[src/rtl/dut_ctrl_pkg.sv]
// rtl/dut_ctrl_pkg.sv - shared encodings for the DUT run-control clock gate
package dut_ctrl_pkg;

   typedef enum logic [1:0] {
      CMD_RUN   = 2'd0,
      CMD_STEP  = 2'd1,
      CMD_HALT  = 2'd2,
      CMD_CLEAR = 2'd3
   } cmd_op_e;

   typedef enum logic [1:0] {
      ST_HALT = 2'd0,
      ST_RUN  = 2'd1,
      ST_STEP = 2'd2
   } state_e;

   // RUN and STEP both let DUT clocks through unless a break is pending
   function automatic logic is_active(input state_e s);
      return (s == ST_RUN) || (s == ST_STEP);
   endfunction

endpackage

[src/rtl/dut_clk_buf.sv]
// rtl/dut_clk_buf.sv - one glitch-free clock gate per DUT channel (BUFGCE behaviour)
module dut_clk_buf #(
   parameter int NUM_CLK = 2
) (
   input  logic               sys_clk,
   input  logic [NUM_CLK-1:0] clk_en,
   output logic [NUM_CLK-1:0] dut_clk
);

   for (genvar i = 0; i < NUM_CLK; i++) begin : g_buf
      logic ce_l;

      // enable is captured while the source clock is low so a high phase is never cut short
      always_latch begin
         if (!sys_clk) ce_l = clk_en[i];
      end

      assign dut_clk[i] = sys_clk & ce_l;
   end

endmodule

[src/rtl/dut_clk_gate_ctrl.sv]
// rtl/dut_clk_gate_ctrl.sv - run/step/halt clock gate with break sources and gated-cycle counter
module dut_clk_gate_ctrl
   import dut_ctrl_pkg::*;
#(
   parameter int NUM_CLK = 2,
   parameter int N_BRK   = 4,
   parameter int STEP_W  = 16,
   parameter int CNT_W   = 48
) (
   input  logic               sys_clk,
   input  logic               sys_rst_n,
   input  logic               cmd_valid,
   output logic               cmd_ready,
   input  logic [1:0]         cmd_op,
   input  logic [STEP_W-1:0]  cmd_arg,
   input  logic [NUM_CLK-1:0] ch_en,
   input  logic [N_BRK-1:0]   brk_i,
   input  logic [N_BRK-1:0]   brk_mask,
   output logic               running,
   output logic               halted,
   output logic [N_BRK-1:0]   brk_cause,
   output logic [CNT_W-1:0]   gated_cycles,
   output logic [NUM_CLK-1:0] clk_en,
   output logic [NUM_CLK-1:0] dut_clk
);

   state_e              state;
   logic [STEP_W-1:0]   step_cnt;
   logic [STEP_W-1:0]   step_load;
   logic [N_BRK-1:0]    brk_hits;
   logic                brk_hit;
   logic                busy;
   logic                gate_open;
   logic                cmd_acc;
   logic                clr;
   cmd_op_e             op;

   assign op        = cmd_op_e'(cmd_op);
   assign brk_hits  = brk_i & brk_mask;
   assign brk_hit   = |brk_hits;
   assign busy      = is_active(state);
   // break and reset act combinationally so the gate shuts in the cycle they appear
   assign gate_open = busy & ~brk_hit & sys_rst_n;
   assign clk_en    = ch_en & {NUM_CLK{gate_open}};
   assign cmd_acc   = cmd_valid & cmd_ready;
   assign clr       = cmd_acc & (op == CMD_CLEAR);
   assign step_load = (cmd_arg == '0) ? STEP_W'(1) : cmd_arg;
   assign running   = busy;
   assign halted    = (state == ST_HALT);

   always_ff @(posedge sys_clk or negedge sys_rst_n) begin
      if (!sys_rst_n) begin
         state    <= ST_HALT;
         step_cnt <= '0;
      end else begin
         case (state)
            ST_HALT: begin
               if (cmd_acc) begin
                  case (op)
                     CMD_RUN:  state <= ST_RUN;
                     CMD_STEP: begin
                        state    <= ST_STEP;
                        step_cnt <= step_load;
                     end
                     default:  state <= ST_HALT;
                  endcase
               end
            end
            ST_RUN: begin
               if (brk_hit) begin
                  state <= ST_HALT;
               end else if (cmd_acc && op == CMD_HALT) begin
                  state <= ST_HALT;
               end else if (cmd_acc && op == CMD_STEP) begin
                  state    <= ST_STEP;
                  step_cnt <= step_load;
               end
            end
            ST_STEP: begin
               // a break leaves step_cnt untouched so the remaining budget stays visible
               if (brk_hit) begin
                  state <= ST_HALT;
               end else if (cmd_acc && op == CMD_HALT) begin
                  state <= ST_HALT;
               end else if (cmd_acc && op == CMD_RUN) begin
                  state <= ST_RUN;
               end else if (cmd_acc && op == CMD_STEP) begin
                  step_cnt <= step_load;
               end else if (gate_open) begin
                  step_cnt <= step_cnt - STEP_W'(1);
                  if (step_cnt < STEP_W'(2)) state <= ST_HALT;
               end
            end
            default: state <= ST_HALT;
         endcase
      end
   end

   always_ff @(posedge sys_clk or negedge sys_rst_n) begin
      if (!sys_rst_n) begin
         cmd_ready    <= 1'b0;
         brk_cause    <= '0;
         gated_cycles <= '0;
      end else begin
         cmd_ready <= 1'b1;
         if (clr) begin
            gated_cycles <= '0;
         end else if (gate_open) begin
            gated_cycles <= gated_cycles + CNT_W'(1);
         end
         // a break landing with CLEAR replaces the old cause rather than merging into it
         if (busy && brk_hit) begin
            brk_cause <= (clr ? '0 : brk_cause) | brk_hits;
         end else if (clr) begin
            brk_cause <= '0;
         end
      end
   end

   dut_clk_buf #(
      .NUM_CLK (NUM_CLK)
   ) u_clk_buf (
      .sys_clk (sys_clk),
      .clk_en  (clk_en),
      .dut_clk (dut_clk)
   );

endmodule

[config.mk]
export PLATFORM = sky130hd
export DESIGN_NAME = dut_clk_gate_ctrl
export DESIGN_NICKNAME = d
export VERILOG_FILES = /design/src/rtl/dut_ctrl_pkg.sv /design/src/rtl/dut_clk_buf.sv /design/src/rtl/dut_clk_gate_ctrl.sv
export SDC_FILE = /design/constraint.sdc
export NUM_CORES = 1
export LEC_CHECK = 0
export BUFFER_PORTS_ARGS = -buffer_cell sky130_fd_sc_hd__buf_2
export CORE_MARGIN = 3
export CORE_UTILIZATION = 54
export CTS_BUF_LIST = sky130_fd_sc_hd__clkbuf_4 sky130_fd_sc_hd__clkbuf_8
export DETAILED_ROUTE_END_ITERATION = 10
export PLACE_DENSITY_LB_ADDON = 0.08
export SLEW_MARGIN = 20
export SYNTH_ARGS = -nofsm -noshare
export SYNTH_HDL_FRONTEND = slang
export SYNTH_SLANG_ARGS = --single-unit
[constraint.sdc]
create_clock -name sys_clk -period 3.2 [get_ports sys_clk]
set_clock_uncertainty 0.15 [all_clocks]
set_input_delay 0.32 -clock sys_clk [delete_from_list [all_inputs] [get_ports sys_clk]]
set_output_delay 0.32 -clock sys_clk [all_outputs]
set_load 0.02 [all_outputs]
==> out/qor.yml, run 1 <==
status: "finished with violations"
violations: "hold timing"
hp-class: "primary input to asynchronous set/reset pin"
rsz0062_at_grt: "false"
yosys_warnings: 0
drt_iter0_drc: 216
drcViolationCount: 0
fp.coreArea_um2: 7290
path_clk_slew_ns: 0.08
die_h_um: 92.9
synth-seq-cells: 73
ys_async_sr_fraction_pct: 97.3
die_area_um2: 8620
grt-ovfl-total: 0
end_kind: "output pin"
antenna_found_initial: 0
rows: 31
worstSetupPathType: "latch to output pin"
clkLatencyLatePin_ns: 0.46
grt_pass1_wl_um: 17900
dr.pass1.iters: 4
setup_viol: 0
final_common_cell: "buf_2"
syn_area_um2: 4080
synth_top_area_share_pct: 43.6
dieWidth_um: 92.9
leakage_uw: 0.00226
vias: 3988
yosysTopAreaCell: "dfrtp_1"
drv_cap: 0
synth_nets: 494
cp_max_fo: 1
drive_gt1_share_pct: 23.2
antenna_cells: 0
final-hold-violation-count: 9
grt_max_degree: 72
power.density_nw_per_um2: 674
cts_setup_buffers: 0
synth_edf_count: 0
fin_setup_tns_ns: 0
syn_inst: 457
drtAntennaViolNets: 0
io_buffers: 89
slew_violations: 0
initial_utilization_pct: 55.9
tightestPinTransition_ns: 0.906
layout_common_cells: "buf_2, dfrtp_1, nor2_1"
wire_per_inst_um: 16.0
grt_pass1_vias: 3877
ys_types: 58
placed_area_um2: 4670
required_ns: 2.73
ioPinCount: 90
relSlewSlack_pct: 39.6
final_cell_count_no_fill: 669
hold_slack_ns: -0.0256
grtUsageTotal_pct: 26.1
vdd_drop_max_uv: 504
syn2layout_area_growth_pct: 24.4
hpwlAfterDp_um: 7420
routed_wl_um: 10700
yosys_most_used_dff: "dfrtp_1"
layout.nets: 601
cts_tree: "done"
avgSynthCellArea_um2: 8.92
placed_cells: 640
fin_area_um2: 5070
synth.area.top_cells: "dfrtp_1, nor2_1, o21ai_0"
worstPathArrival_ns: 2.71
gp_congestion: 0.878
viasPerCell: 5.96
critPathLaunchType: "latch"
-- cells by family after synthesis --
| group | Yosys count | synth area share (%) |
|---|---|---|
| adder cells (fa/ha/maj) | 6 | 1.84 |
| XOR/XNOR | 23 | 4.94 |
| other | 1 | 0.0920 |
| AO/OA/AOI/OAI | 113 | 17.3 |
| multiplexers | 4 | 0.983 |
| buffers and inverters | 34 | 3.22 |
| AND/OR/NAND/NOR | 203 | 27.3 |
| latches | 2 | 0.737 |
| flip-flops | 71 | 43.6 |
-- through the flow --
stage / total power (uW) / util, % / worst slack (ns)
final: 3420 / 69.5 / 0.0241
after global placement: 2290 / 64.1 / 0.138
after global routing: 3640 / 69.5 / 0
after CTS: 3430 / 69.5 / 0.00455
after detailed placement: 2330 / 64.1 / 0.122
after floorplan: 2000 / - / 0
-- synthesized netlist by cell type, types with 3 or more instances --
cell / instances
nand2_1: 27
o31ai_1: 10
nor3_1: 12
a22oi_1: 12
clkbuf_1: 12
and3_1: 3
o21ai_0: 35
or3_1: 8
a32o_1: 4
xor2_1: 11
mux2i_1: 4
a21oi_1: 32
nand4_1: 19
buf_1: 3
or4_1: 18
nand4b_1: 3
nand3_1: 21
buf_2: 3
xnor2_1: 12
nor2_1: 50
and2_1: 10
ha_1: 6
inv_1: 16
nor4_1: 14
dfrtp_1: 71
-- worst max-delay path, stage by stage (launching register included) --
cell,delay (ns)
dlxtn_2,0.41
and2_4,0.14
buf_6,0.11
-- area by class of cell --
cell class / instances / area [um^2]
Multi-Input combinational cell: 350 / 2140
Inverter: 16 / 60.1
Fill cell: 624 / 2220
Clock buffer: 18 / 220
Tap cell: 99 / 124
Clock inverter: 5 / 104
Sequential cell: 73 / 1810
Timing Repair Buffer: 108 / 613
-- final timing paths --
kind | from | to | slack (ns) | cells after the start
min | sys_rst_n | brk_cause[3]$_DFF_PN0_ | -0.03 | 2
max in group asynchronous | sys_rst_n | gated_cycles[39]$_DFFE_PN0P_ | 2.32 | 2
min reg2reg | step_cnt[13]$_DFFE_PN0P_ | step_cnt[13]$_DFFE_PN0P_ | 0.39 | 2
max | u_clk_buf.g_buf[0].ce_l$_DLATCH_N_ | dut_clk[0] | 0.02 | 2
min in group sys_clk | cmd_arg[1] | step_cnt[1]$_DFFE_PN0P_ | 0.01 | 3
max reg2reg | state[0]$_DFFE_PN0P_ | u_clk_buf.g_buf[0].ce_l$_DLATCH_N_ | 0.10 | 5
-- registers in the layout (all words and copies together) (netlist names) --
signal,flops
u_clk_buf.g_buf.ce_l,2
brk_cause,4
step_cnt,16
state,2
gated_cycles,48
cmd_ready,1
-- per-layer routing --
metal,vias to the layer above,GRT usage (%),wire [um]
li1,1933,-,-
met1,1915,31.4,4470
met2,117,44.2,5460
met3,23,5.28,536
met4,0,13.1,244
met5,-,0,0
-- power by group --
group	total, uW	internal, uW	switching [uW]
Clock	1050	660	388
Sequential	1220	1080	145
Combinational	1150	475	671
Total	3420	2220	1200
-- repair_timing --
| item | in CTS | in global routing |
|---|---|---|
| resized for setup | 3 | 2 |
| endpoints found under the setup margin | 2 | 4 |
| hold buffers | 8 | 0 |
| hold endpoints to repair | 4 | 0 |
No activity file was read; power rests on OpenSTA's default activity.
==> run 2, diff against run 1 <==
==> constraint.sdc (replaced) <==
create_clock -name sys_clk -period 3.2 [get_ports sys_clk]
set_clock_uncertainty 0.15 [all_clocks]
set_input_delay 0.64 -clock sys_clk [delete_from_list [all_inputs] [get_ports sys_clk]]
set_output_delay 0.64 -clock sys_clk [all_outputs]
set_load 0.02 [all_outputs]
==> run 2 against run 1 <==
  * Die area is the same
  * Sequential power about the same
  * Critical path type unchanged
  * Utilization down 1.6 points
  * Hold slack better by 0.31 ns
  * Via count rose by 0.40%
  * Global-route usage decreased by 0.43 points
  * Non-clock buffer count fell by 8
  * Clock power shrank 16%
  * First-iteration DRC count grew 14%
  * The run ends with setup timing left
  * Critical path depth is the same
  * Sequential cell count is the same
  * Highest routed layer unchanged
==> out/qor.yml, run 2 (synthesis results as in run 1) <==
grt_pass1_wl_um: 17700
holdBufCountCts: 0
drt_iter0_drc: 246
dp_slack_ns: 0
grt-ovfl-total: 0
regArea_um2: 1810
path_clk_slew_ns: 0.08
hpwlAfterDp_um: 7660
gp_congestion: 0.923
fin_setup_tns_ns: -0.570
required_ns: 2.41
ioPinCount: 90
clkLatencyLatePin_ns: 0.45
routed_wl_um: 10900
tightestPinTransition_ns: 0.918
multi_input_area_um2: 2150
syn2layout_area_growth_pct: 21.5
viasPerCell: 6.06
grt_max_degree: 72
dr.pass1.iters: 5
antenna_cells: 0
worstSetupPathType: "latch to output pin"
layout.nets: 593
largest_reg_flops: 48
fp.coreArea_um2: 7290
cp_max_fo: 1
cts_setup_buffers: 0
leakage_uw: 0.00221
n_fill_cell: 633
initial_utilization_pct: 55.9
final_common_cell: "buf_2"
grtUsageTotal_pct: 25.7
drtAntennaViolNets: 0
rows: 31
die_h_um: 92.9
io_buffers: 89
vias: 4004
setup_viol: 4
violations: "setup timing"
status: "finished with violations"
rsz0062_at_grt: "true"
power.density_nw_per_um2: 648
regMostFlops: "gated_cycles"
grt_pass1_vias: 3713
drcViolationCount: 0
layout_common_cells: "buf_2, dfrtp_1, nor2_1"
relSlewSlack_pct: 38.8
biggestRegsByFlops: "gated_cycles x48, step_cnt x16, brk_cause x4"
worstPathArrival_ns: 2.70
final-hold-violation-count: 0
worst_slack_ns: -0.289
cts_tree: "done"
dieWidth_um: 92.9
end_kind: "output pin"
slew_violations: 0
hp-class: "primary input to asynchronous set/reset pin"
wire_per_inst_um: 16.5
vdd_drop_max_uv: 421
die_area_um2: 8620
drive_gt1_share_pct: 24.0
drv_cap: 0
antenna_found_initial: 0
critPathLaunchType: "latch"
[run 2: layout make-up]
type,count,share of cell area [%]
multi-input cells,350,43.4
flip-flops and latches,73,36.5
clock buffers,18,4.52
clock inverters,5,1.14
well taps,99,2.50
repair buffers,100,10.8
inverters,16,1.21
[run 2: stage by stage]
step / cell area (um^2) / total power (uW) / hold WS (ns) / cells / util, %
floorplan: 4080 / 2010 / 0.194 / 457 / -
global placement: 4680 / 2300 / 0.327 / 640 / 64.1
detailed placement: 4680 / 2330 / 0.337 / 640 / 64.1
CTS: 4950 / 3220 / 0.299 / 661 / 67.9
global route: 4950 / 3430 / 0.306 / 661 / 67.9
finish: 4950 / 3210 / 0.283 / 661 / 67.9
[run 2: worst max-delay path, stage by stage (launching register included)]
cell and delay [ns]:
dlxtn_1 0.41, and2_4 0.14, buf_6 0.11
[run 2: final timing paths]
kind	from	to	slack, ns	cells past startpoint
setup / recovery	u_clk_buf.g_buf[1].ce_l$_DLATCH_N_	dut_clk[1]	-0.29	2
hold / removal	sys_rst_n	brk_cause[2]$_DFF_PN0_	0.28	2
setup reg to reg	state[1]$_DFFE_PN0P_	u_clk_buf.g_buf[1].ce_l$_DLATCH_N_	0	5
hold reg to reg	brk_cause[3]$_DFF_PN0_	brk_cause[3]$_DFF_PN0_	0.35	1
max in group asynchronous	sys_rst_n	gated_cycles[29]$_DFFE_PN0P_	2.02	2
min in group sys_clk	brk_mask[1]	brk_cause[1]$_DFF_PN0_	0.31	2
[run 2: power by group]
part | total, uW | internal [uW] | leakage (uW) | switching (uW)
sequential | 1220 | 1080 | 0.000963 | 145
clock | 884 | 502 | 0.000156 | 382
combinational | 1100 | 430 | 0.00109 | 671
[run 2: per-layer routing]
layer | global-route usage, % | vias up | wire length (um)
met5 | 0 | - | 0
li1 | - | 1916 | -
met4 | 8.30 | 0 | 87
met2 | 38.0 | 169 | 4980
met3 | 5.52 | 10 | 807
met1 | 37.5 | 1909 | 5050
[run 2: what timing repair did]
item                                    CTS  global route
endpoints found under the setup margin    4             4
gates resized for setup                   6             1
pin swaps                                 1             0
==> run 3, diff against run 2 <==
Settings changed: TNS_END_PERCENT from default to 1.
==> run 3 against run 2 <==
  * The flow still finishes with violations (setup timing)
  * Hold slack gained 0.012 ns
  * Non-clock buffer count is the same
  * Combinational power is essentially flat
  * Global-route usage grew 0.83 points
  * Utilization shrank 0.052 points
  * Clock power grew 1%
  * Sequential cell count is the same
  * Worst setup slack gained 0.0075 ns
  * Critical path type unchanged
  * Largest cell class unchanged
==> out/qor.yml, run 3 (synthesis results as in run 1) <==
setup_viol: 4
cts_setup_buffers: 0
r2r_start: "state[0]$_DFFE_PN0P_"
syn2layout_area_growth_pct: 21.4
worstSetupPathType: "latch to output pin"
wire_per_inst_um: 16.8
worstPathArrival_ns: 2.69
layout_common_cells: "buf_2, dfrtp_1, nor2_1"
drcViolationCount: 0
hold_slack_ns: 0.295
biggestRegsByFlops: "gated_cycles x48, step_cnt x16, brk_cause x4"
holdBufCountCts: 0
largest_reg_flops: 48
required_ns: 2.41
ioPinCount: 90
power_uw: 3230
slew_violations: 0
dieWidth_um: 92.9
cp_max_fo: 1
tightestPinTransition_ns: 0.912
worst_slack_ns: -0.282
antenna_cells: 0
regMostFlops: "gated_cycles"
end_kind: "output pin"
final_util_pct: 67.9
placed_area_um2: 4670
initial_utilization_pct: 55.9
fin_area_um2: 4950
grt_max_degree: 72
final_common_cell: "buf_2"
hpwlAfterDp_um: 7800
vdd_drop_max_uv: 410
grt-ovfl-total: 0
drive_gt1_share_pct: 23.8
critPathLaunchType: "latch"
path_clk_slew_ns: 0.08
gp_congestion: 0.932
r2r_slack_ns: 0
placed_cells: 640
die_h_um: 92.9
die_area_um2: 8620
r2r-end: "u_clk_buf.g_buf[0].ce_l$_DLATCH_N_"
power.density_nw_per_um2: 652
fp.coreArea_um2: 7290
clkLatencyLatePin_ns: 0.46
vias: 4030
leakage_uw: 0.00221
rsz0062_at_grt: "true"
grt_pass1_vias: 3832
grt_pass1_wl_um: 18300
reg2reg_depth: 5
rows: 31
cts_tree: "done"
drt_iter0_drc: 280
status: "finished with violations"
violations: "setup timing"
viasPerCell: 6.10
drv_cap: 0
routed_wl_um: 11100
layout.nets: 593
drtAntennaViolNets: 0
final_cell_count_no_fill: 661
relSlewSlack_pct: 39.2
final-hold-violation-count: 0
io_buffers: 89
grtUsageTotal_pct: 26.5
antenna_found_initial: 0
dr.pass1.iters: 5
hp-class: "primary input to asynchronous set/reset pin"
-- run 3: cell count changes in the layout (fill, tap and decap cells not counted), sizes merged --
cell,previous run,this run
inv,16,17
clkbuf,16,14
clkinvlp,0,1
-- run 3: critical path, stage by stage, from the launching register on --
cell	delay, ns
dlxtn_1	0.40
and2_4	0.14
buf_6	0.11
-- run 3: stage by stage --
step	worst slack (ns)	setup TNS (ns)
after floorplan	-0.0159	-0.0159
after global placement	0	0
final	-0.282	-0.560
after global routing	-0.318	-0.621
after detailed placement	0	0
after CTS	-0.295	-0.579
-- run 3: cell type report --
cell class              instances  area, um^2
inverters                      16        60.1
clock inverters                 7        70.1
clock buffers                  16         209
repair buffers                100         533
multi-input cells             350        2150
flip-flops and latches         73        1810
well taps                      99         124
fillers                       615        2340
-- run 3: layer usage --
metal	up-vias	track usage [%]	share of wire (%)
met3	14	7.47	8.9
met5	-	0	0
li1	1919	-	-
met2	174	39.4	44
met1	1923	38.0	46
met4	0	7.08	1.1
-- run 3: repair_timing --
action / 4_1_cts / 5_1_grt
cloned: 0 / 0
hold endpoints to repair: 0 / 0
pin swaps: 1 / 0
gates resized for setup: 6 / 0
endpoints found under the setup margin: 4 / 4
-- run 3: worst max path at each step --
| stage | from | to |
|---|---|---|
| floorplan | u_clk_buf.g_buf[1].ce_l$_DLATCH_N_ | dut_clk[1] |
| finish | u_clk_buf.g_buf[0].ce_l$_DLATCH_N_ | dut_clk[0] |
| detailed placement | brk_i[1] | u_clk_buf.g_buf[0].ce_l$_DLATCH_N_ |
| CTS | u_clk_buf.g_buf[0].ce_l$_DLATCH_N_ | dut_clk[0] |
| global route | u_clk_buf.g_buf[0].ce_l$_DLATCH_N_ | dut_clk[0] |
| global placement | brk_i[1] | u_clk_buf.g_buf[0].ce_l$_DLATCH_N_ |
-- run 3: report_power, final --
group / total, uW / leakage [uW] / internal [uW] / switching [uW]
Clock: 895 / 0.000154 / 485 / 409
Sequential: 1230 / 0.000963 / 1080 / 146
Combinational: 1110 / 0.00109 / 431 / 675
Total: 3230 / 0.00221 / 2000 / 1230
